--- src/rtl/gpr_pkg.sv ---
// Shared constants and FSM encoding for the GPR write-port arbiter.
package gpr_pkg;
  localparam int GPR_AW   = 5;
  localparam int GPR_DW   = 32;
  localparam int REG_ZERO = 0;
  localparam int CNT_W    = 4;

  typedef enum logic [1:0] {
    IDLE  = 2'd0,
    WAIT  = 2'd1,
    FORCE = 2'd2
  } arb_state_e;
endpackage

--- src/rtl/gpr_scoreboard.sv ---
// Pending-register mask for outstanding long-latency results; set beats clear.
module gpr_scoreboard
  import gpr_pkg::*;
#(
  parameter int AW = GPR_AW
) (
  input  logic          clk,
  input  logic          rst,
  input  logic          set_en,
  input  logic [AW-1:0] set_adr,
  input  logic          clr_en,
  input  logic [AW-1:0] clr_adr,
  input  logic [AW-1:0] rd_adr1,
  input  logic [AW-1:0] rd_adr2,
  input  logic [AW-1:0] chk_adr,
  output logic          rd_stall,
  output logic          waw_stall,
  output logic          chk_hit
);
  localparam int NR = 1 << AW;

  logic [NR-1:0] pending;
  logic [NR-1:0] set_mask;
  logic [NR-1:0] clr_mask;

  always_comb begin
    set_mask = '0;
    clr_mask = '0;
    if (set_en && set_adr != AW'(REG_ZERO)) set_mask[set_adr] = 1'b1;
    if (clr_en) clr_mask[clr_adr] = 1'b1;
  end

  always_ff @(posedge clk) begin
    if (!rst) pending <= '0;
    else      pending <= (pending & ~clr_mask) | set_mask;
  end

  assign rd_stall  = (rd_adr1 != AW'(REG_ZERO) && pending[rd_adr1]) ||
                     (rd_adr2 != AW'(REG_ZERO) && pending[rd_adr2]);
  assign waw_stall = set_en && pending[set_adr];
  assign chk_hit   = pending[chk_adr];
endmodule

--- src/rtl/gpr_wb_arbiter.sv ---
// GPR write-port arbiter: priority pipeline writeback, buffered long-latency
// results, pending scoreboard and a starvation guard that forces B through.
module gpr_wb_arbiter
  import gpr_pkg::*;
#(
  parameter int AW           = GPR_AW,
  parameter int DW           = GPR_DW,
  parameter int STARVE_LIMIT = 4
) (
  input  logic          clk,
  input  logic          rst,
  input  logic          a_wr,
  input  logic [AW-1:0] a_adr,
  input  logic [DW-1:0] a_data,
  output logic          a_hold,
  input  logic          b_issue,
  input  logic [AW-1:0] b_issue_adr,
  input  logic          b_valid,
  output logic          b_ready,
  input  logic [AW-1:0] b_adr,
  input  logic [DW-1:0] b_data,
  input  logic [AW-1:0] rd_adr1,
  input  logic [AW-1:0] rd_adr2,
  output logic          rd_stall,
  output logic          waw_stall,
  output logic          gpr_wr,
  output logic [AW-1:0] gpr_wr_adr,
  output logic [DW-1:0] gpr_wr_data,
  output logic          err
);
  logic             buf_full;
  logic [AW-1:0]    buf_adr;
  logic [DW-1:0]    buf_data;
  arb_state_e       state, state_nx;
  logic [CNT_W-1:0] cnt, cnt_nx;
  logic             a_hold_nx;
  logic             gnt_a, gnt_b;
  logic             a_hit;

  assign gnt_b   = buf_full && (state == FORCE || !a_wr);
  assign gnt_a   = a_wr && !gnt_b;
  assign b_ready = !buf_full;

  always_comb begin
    gpr_wr      = gnt_a | gnt_b;
    gpr_wr_adr  = '0;
    gpr_wr_data = '0;
    if (gnt_b) begin
      gpr_wr_adr  = buf_adr;
      gpr_wr_data = buf_data;
    end else if (gnt_a) begin
      gpr_wr_adr  = a_adr;
      gpr_wr_data = a_data;
    end
  end

  // Holding buffer: fill only when empty, so it never refills on its drain cycle.
  always_ff @(posedge clk) begin
    if (!rst)                 buf_full <= 1'b0;
    else if (gnt_b)           buf_full <= 1'b0;
    else if (b_valid && b_ready) buf_full <= 1'b1;
  end

  always_ff @(posedge clk) begin
    if (b_valid && b_ready) begin
      buf_adr  <= b_adr;
      buf_data <= b_data;
    end
  end

  always_comb begin
    state_nx  = state;
    cnt_nx    = cnt;
    a_hold_nx = a_hold;
    case (state)
      IDLE: begin
        if (buf_full && a_wr) begin
          cnt_nx = CNT_W'(1);
          if (STARVE_LIMIT == 1) begin
            state_nx  = FORCE;
            a_hold_nx = 1'b1;
          end else begin
            state_nx = WAIT;
          end
        end
      end
      WAIT: begin
        if (gnt_b) begin
          state_nx = IDLE;
          cnt_nx   = '0;
        end else if (a_wr) begin
          cnt_nx = cnt + CNT_W'(1);
          if (cnt_nx == CNT_W'(STARVE_LIMIT)) begin
            state_nx  = FORCE;
            a_hold_nx = 1'b1;
          end
        end
      end
      FORCE: begin
        state_nx  = IDLE;
        cnt_nx    = '0;
        a_hold_nx = 1'b0;
      end
      default: begin
        state_nx  = IDLE;
        cnt_nx    = '0;
        a_hold_nx = 1'b0;
      end
    endcase
  end

  always_ff @(posedge clk) begin
    if (!rst) begin
      state  <= IDLE;
      cnt    <= '0;
      a_hold <= 1'b0;
      err    <= 1'b0;
    end else begin
      state  <= state_nx;
      cnt    <= cnt_nx;
      a_hold <= a_hold_nx;
      // Sticky: WAW issue, A writing a pending register, or A ignoring a_hold.
      err    <= err | waw_stall | (a_wr && a_hit) | (state == FORCE && a_wr);
    end
  end

  gpr_scoreboard #(.AW(AW)) u_scoreboard (
    .clk       (clk),
    .rst       (rst),
    .set_en    (b_issue),
    .set_adr   (b_issue_adr),
    .clr_en    (gnt_b),
    .clr_adr   (buf_adr),
    .rd_adr1   (rd_adr1),
    .rd_adr2   (rd_adr2),
    .chk_adr   (a_adr),
    .rd_stall  (rd_stall),
    .waw_stall (waw_stall),
    .chk_hit   (a_hit)
  );
endmodule

--- config.mk ---
export PLATFORM = sky130hd
export DESIGN_NAME = gpr_wb_arbiter
export DESIGN_NICKNAME = d
export VERILOG_FILES = /design/src/rtl/gpr_pkg.sv /design/src/rtl/gpr_scoreboard.sv /design/src/rtl/gpr_wb_arbiter.sv
export SDC_FILE = /design/constraint.sdc
export NUM_CORES = 1
export LEC_CHECK = 0
export ABC_CLOCK_PERIOD_IN_PS = 2700
export BUFFER_PORTS_ARGS = -buffer_cell sky130_fd_sc_hd__buf_2
export CAP_MARGIN = 25
export CORE_MARGIN = 2
export CORE_UTILIZATION = 47
export CTS_CLUSTER_DIAMETER = 50
export DETAILED_ROUTE_END_ITERATION = 8
export PLACE_DENSITY = 0.77
export SKIP_CTS_REPAIR_TIMING = 1
export SYNTH_ARGS = -nofsm -noshare
export SYNTH_HDL_FRONTEND = slang
export SYNTH_SLANG_ARGS = --single-unit
--- constraint.sdc ---
create_clock -name clk -period 2.7 [get_ports clk]
set_clock_uncertainty 0.05 [all_clocks]
set_input_delay 0.135 -clock clk [delete_from_list [all_inputs] [get_ports clk]]
set_output_delay 0.135 -clock clk [all_outputs]
set_load 0.01 [all_outputs]
==> metrics.md, run 1 <==
| Metric | Value |
|---|---|
| Final ANT Viol Nets | `0` |
| Number of global-route vias before repair | `3,906` |
| Clock insertion delay at the later pin of the skew report | `0.35 ns` |
| Crit path cell chain | `mux4_2, mux4_2, mux2i_1, nand2_1, buf_2` |
| Rel. slew slack | `51.9%` |
| Area leader, netlist | `edfxtp_1` |
| Failing checks | `negative hold slack` |
| Critical path buffer and inverter count | `1` |
| Status | `complete, but fails checks` |
| Crit-path max FO | `5` |
| RePlAce Congestion | `0.918` |
| CTS max path bufs | `2` |
| Row count | `35` |
| Clk sinks | `78` |
| ANT cells | `0` |
| Startpoint Class | `flop` |
| Drc violations | `0` |
| Worst Hold Launch | `b_valid` |
| CP max stage cell | `mux4_2` |
| Critical Path Sink Type | `primary output` |
| Yosys warns | `0` |
| Async SR Flop Fraction | `0%` |
| Die ar. | `10,400 um^2` |
| CP top delay family | `multiplexers` |
| Mean post-synth cell area | `9.48 um^2` |
| R2R cell count | `6` |
| Area grow syn2layout | `30.6%` |
| Flop2flop setup slack | `0.64 ns` |
| Leading post-synthesis cells by cell area | `edfxtp_1, dfxtp_1, mux4_2` |
| Hold_ws | `-0.00721 ns` |
| Hpwl dp | `9270 um` |
| Maximum level of the CTS H-tree | `3` |
| Largest net degree at the start of global routing | `81` |
| Via/cell ratio | `5.65` |
| Tcrit/Tclk final | `83.5%` |
| Synth cell types | `43` |
| Endpoints failing setup | `0` |
| CTS Buf Count | `9` |
| Antenna violations before repair | `0` |
| Most common cell in the netlist | `nand2_1` |
| Worst R2R End | `err` |
| Die extent in x | `102 um` |
| Min Tclk post-route | `2.25 ns` |
| Main flop type after synthesis | `dfxtp_1` |
| Least-Margin Pin Slew | `0.718 ns` |
| Max-cap violations | `0` |
| Setup TNS | `0 ns` |
| I/O pin cnt | `137` |
| Die Y-Extent | `102 um` |
| Post-synth top area share | `24.7%` |
| Clock root buffer | `clkbuf_8` |
| Per-cell routed wire length | `17.6 um` |
| Synth Cell Area | `4500 um^2` |
| Final core utilization | `63.4%` |
| Hold EP | `buf_full` |
| Most frequent cells after synthesis | `nand2_1, o21ai_0, dfxtp_1, edfxtp_1, a21boi_0` |
| Final WL | `13,500 um` |
| RSZ-0062 raised after global routing | `false` |
| Most used cell along the critical path | `mux4_2` |
| Hold Crit Class | `input pin to flop` |
| Peak VDD IR | `0.365 mV` |
| Max Slew Vio Count | `0` |
| Drt pass-1 iters | `5` |
| Syn nets | `570` |
| First-pass GRT wire length | `19,700 um` |
| F_max | `443 MHz` |
| Crit path kind | `flop to primary output` |
| Number of synthesized flops with an enable pin | `37` |
| Initial DRC Count | `360` |
| Clk pin slew, worst setup/hold paths | `0.08 ns` |
| Via count | `4,330` |
| Sequential fraction of the synthesis area | `42.9%` |
| LEAKAGE | `2.35 nW` |
| Power density cells | `463 nW/um^2` |
| Synth Register Bits | `78` |
| TritonCTS clock tree | `yes` |
| Layout cells sized above 1 | `30.1%` |
| Port buffer count | `136` |
| Final net count | `728` |
| Initial Utilization | `48.5%` |
| Final hold vios | `1` |
| GRT Overall Usage | `24.5%` |
| CP arrival | `2.07 ns` |
| Hold Path Cell Cnt | `3` |
| CP max stage delay | `0.53 ns` |
| Required time of the critical path | `2.52 ns` |
| Syn Inst Count | `475` |
| Grt ovf | `0` |
| Core area | `9280 um^2` |
| Worst reg2reg startpoint | `u_scoreboard.pending[5]` |
[where the power goes]
part / internal, mW / total, mW / leakage (nW) / switching, mW
clock network: 0.521 / 0.963 / 0.110 / 0.442
registers: 1.29 / 1.32 / 0.686 / 0.0325
logic: 0.205 / 0.440 / 1.56 / 0.235
[sequential cells by signal, indices dropped and copies added (netlist names)]
register	cells
err	1
state	2
u_scoreboard.pending	32
buf_data	32
a_hold	1
buf_full	1
buf_adr	5
cnt	4
[stage by stage]
stage / total power, mW / instance area (um^2) / instances / hold slack, ns / worst slack, ns
global route: 2.82 / 5880 / 767 / 0.0559 / 0.367
detailed placement: 1.74 / 5300 / 714 / 0.263 / 0.476
floorplan: 1.56 / 4500 / 475 / 0.184 / 0.188
CTS: 2.68 / 5510 / 730 / -0.107 / 0.454
finish: 2.73 / 5880 / 767 / -0.00721 / 0.445
global placement: 1.73 / 5300 / 714 / 0.261 / 0.514
[cell families (layout without fill, tap and decap cells)]
logic type	Yosys count	after routing	share of synthesized area [%]
compound gates	124	124	16.6
fa+ha+maj	1	1	0.278
flops	78	78	42.9
mux	50	50	18.6
xor+xnor	1	1	0.195
buf+inv	35	198	3.17
simple gates	186	186	18.3
[tightest hold or removal path, cell delays in order]
cell     delay, ns
buf_2         0.09
o21ai_0       0.06
nor2_1        0.07
[routing by layer]
metal	vias up	routed length, um	global-route usage, %
met4	0	400	10.5
met2	231	6640	38.3
li1	2046	-	-
met3	35	1170	5.47
met5	-	0	0
met1	2018	5270	33.2
[layout make-up]
cell class,count,area [um^2]
Fill cell,764,3400
Clock inverter,6,87.6
Multi-Input combinational cell,362,2450
Clock buffer,10,128
Inverter,1,3.75
Sequential cell,78,1930
Tap cell,129,161
Timing Repair Buffer,181,1120
[layout by cell type, fill, tap and decap left out, drive strengths merged, types with 5 or more instances in the layout]
master / instances
mux2i: 19
mux2: 6
mux4: 25
nand2b: 8
o21ai: 71
clkbuf: 10
nand3: 9
dfxtp: 41
a21boi: 31
a21oi: 5
nand2: 121
nand3b: 5
edfxtp: 37
dlygate4sd3: 37
nor2: 16
buf: 144
nor3: 5
[worst max-delay path by stage]
| stage | from | endpoint | slack [ns] | cells after the start |
|---|---|---|---|---|
| 3_3_place_gp | a_adr[0] | err | 0.51 | 7 |
| 2_1_floorplan | buf_full | buf_adr[0] | 0.19 | 1 |
| 6_report | u_scoreboard.pending[31] | rd_stall | 0.45 | 5 |
| 5_1_grt | u_scoreboard.pending[31] | rd_stall | 0.37 | 5 |
| 3_5_place_dp | a_adr[0] | err | 0.48 | 7 |
| 4_1_cts | u_scoreboard.pending[31] | rd_stall | 0.45 | 5 |
Power figures use the tool's default switching activity.
==> inputs of run 2 (changes only) <==
--- a/config.mk
+++ b/config.mk
@@ -5,7 +5,7 @@
 export SDC_FILE = /design/constraint.sdc
 export NUM_CORES = 1
 export LEC_CHECK = 0
-export ABC_CLOCK_PERIOD_IN_PS = 2700
+export ABC_CLOCK_PERIOD_IN_PS = 1900
 export BUFFER_PORTS_ARGS = -buffer_cell sky130_fd_sc_hd__buf_2
 export CAP_MARGIN = 25
 export CORE_MARGIN = 2
==> constraint.sdc (replaced) <==
create_clock -name clk -period 1.9 [get_ports clk]
set_clock_uncertainty 0.05 [all_clocks]
set_input_delay 0.095 -clock clk [delete_from_list [all_inputs] [get_ports clk]]
set_output_delay 0.095 -clock clk [all_outputs]
set_load 0.01 [all_outputs]
==> run 2 against run 1 <==
- the run ends with negative setup slack left
- flip-flop and latch count did not move
- sequential power rose by 42%
- critical path depth rose by 1
- first-iteration DRC count rose by 34%
- largest power group unchanged
- sequential share of layout area fell by 2.5 points
- highest routed layer unchanged
==> metrics.md, run 2 (synthesis results as in run 1) <==
| Metric | Value |
|---|---|
| GRT Overall Usage | `26.3%` |
| Initial DRC Count | `484` |
| CP top delay family | `multiplexers` |
| Clk sinks | `78` |
| Most used cell along the critical path | `mux4_2` |
| Per-cell routed wire length | `18.7 um` |
| Maximum level of the CTS H-tree | `3` |
| Clock power frac | `29.8%` |
| Die extent in x | `102 um` |
| Max-cap violations | `0` |
| Clock insertion delay at the later pin of the skew report | `0.36 ns` |
| CP max stage cell | `mux4_2` |
| Via/cell ratio | `5.77` |
| Hold Crit Class | `input pin to flop` |
| Critical path buffer and inverter count | `2` |
| Commonest non-fill, non-tap cell in the layout | `buf_2` |
| Critical Path Sink Type | `primary output` |
| Crit path cell chain | `buf_4, mux4_2, mux4_2, mux2i_1, nand2_1, buf_2` |
| RePlAce Congestion | `0.986` |
| Port buffer count | `136` |
| Worst reg2reg startpoint | `u_scoreboard.pending[23]` |
| Setup TNS | `-0.616 ns` |
| Status | `complete, but fails checks` |
| Final ANT Viol Nets | `0` |
| Placed insts | `751` |
| Crit path kind | `flop to primary output` |
| Combinational share of power | `19.8%` |
| Final hold vios | `0` |
| ANT cells | `0` |
| Biggest regs | `buf_data (32), u_scoreboard.pending (32), buf_adr (5)` |
| Worst Hold Launch | `rst` |
| Least-Margin Pin Slew | `0.537 ns` |
| Tcrit/Tclk final | `119%` |
| Drt pass-1 iters | `5` |
| Area grow syn2layout | `42.3%` |
| Via count | `4,726` |
| Layout cells sized above 1 | `38.0%` |
| Required time of the critical path | `1.75 ns` |
| Peak VDD IR | `0.515 mV` |
| Startpoint Class | `flop` |
| Core area | `9280 um^2` |
| RSZ-0062 raised after global routing | `true` |
| Most frequent cells in the layout | `buf_2, nand2_1, o21ai_0` |
| Flop2flop setup slack | `-0.12 ns` |
| Min Tclk post-route | `2.27 ns` |
| Antenna violations before repair | `0` |
| I/O pin cnt | `137` |
| Rel. slew slack | `64.1%` |
| CTS max path bufs | `2` |
| Sequential power share | `50.4%` |
| Worst R2R End | `err` |
| R2R cell count | `7` |
| Pint | `2.66 mW` |
| Hold EP | `u_scoreboard.pending[25]` |
| First-pass GRT wire length | `20,800 um` |
| CP arrival | `2.12 ns` |
| CTS Buf Count | `9` |
| Row count | `35` |
| Final worst setup slack | `-0.368 ns` |
| Switch share | `28.4%` |
| Largest net degree at the start of global routing | `50` |
| Failing checks | `negative setup slack` |
| Final WL | `15,400 um` |
| LEAKAGE | `2.65 nW` |
| F_max | `441 MHz` |
| Hpwl dp | `10,100 um` |
| TritonCTS clock tree | `yes` |
| Number of global-route vias before repair | `4,138` |
| Clock root buffer | `clkbuf_8` |
| Die Y-Extent | `102 um` |
| Drc violations | `0` |
| Initial Utilization | `48.5%` |
| Hold Path Cell Cnt | `2` |
| Grt ovf | `0` |
| CP max stage delay | `0.47 ns` |
| Power density cells | `581 nW/um^2` |
| Endpoints failing setup | `4` |
| Cell Count, Final, Fillers Out | `819` |
| Switch Pwr | `1.06 mW` |
| Crit-path max FO | `4` |
| Die ar. | `10,400 um^2` |
| Final net count | `780` |
| Max Slew Vio Count | `0` |
| Clk pin slew, worst setup/hold paths | `0.08 ns` |
run 2: final cells by class:
cell class,count,area [um^2]
clock buffer,10,128
timing repair buffer,233,1650
clock inverter,6,38.8
fill,694,2880
inverter,1,3.75
sequential,78,1940
tap,129,161
multi-input combinational,362,2480
run 2: worst max-delay path by stage:
stage / start / end / slack (ns) / cells past startpoint
after global routing: u_scoreboard.pending[23] / rd_stall / -0.40 / 6
final: u_scoreboard.pending[25] / rd_stall / -0.37 / 6
after global placement: a_adr[0] / err / -0.19 / 7
after floorplan: rd_adr1[0] / rd_stall / 0.001 / 5
after detailed placement: a_adr[0] / err / -0.20 / 7
after CTS: u_scoreboard.pending[26] / rd_stall / -0.40 / 6
run 2: power by group through the flow:
stage                     clock network [mW]  registers [mW]  logic, mW
after floorplan                            0            1.90      0.316
after global placement                     0            1.90      0.587
after detailed placement                   0            1.91      0.600
after CTS                               1.11            1.87      0.602
after global routing                    1.19            1.88      0.791
final                                   1.11            1.87      0.739
run 2: metrics by stage:
step	total power [mW]	hold slack [ns]	setup slack, ns	cell area, um^2	util [%]
after floorplan	2.21	0.144	0.00139	4500	-
after global placement	2.49	0.222	-0.187	5580	60.1
after detailed placement	2.51	0.223	-0.204	5580	60.1
after CTS	3.59	-0.155	-0.396	5750	61.9
after global routing	3.86	0.131	-0.404	6410	69.0
final	3.72	0.113	-0.368	6410	69.0
run 2: routing by layer:
layer	wire (um)	track usage (%)	vias up
met3	1450	4.24	42
li1	-	-	2157
met5	0	0	-
met1	5770	36.5	2265
met4	372	8.82	0
met2	7760	42.3	262
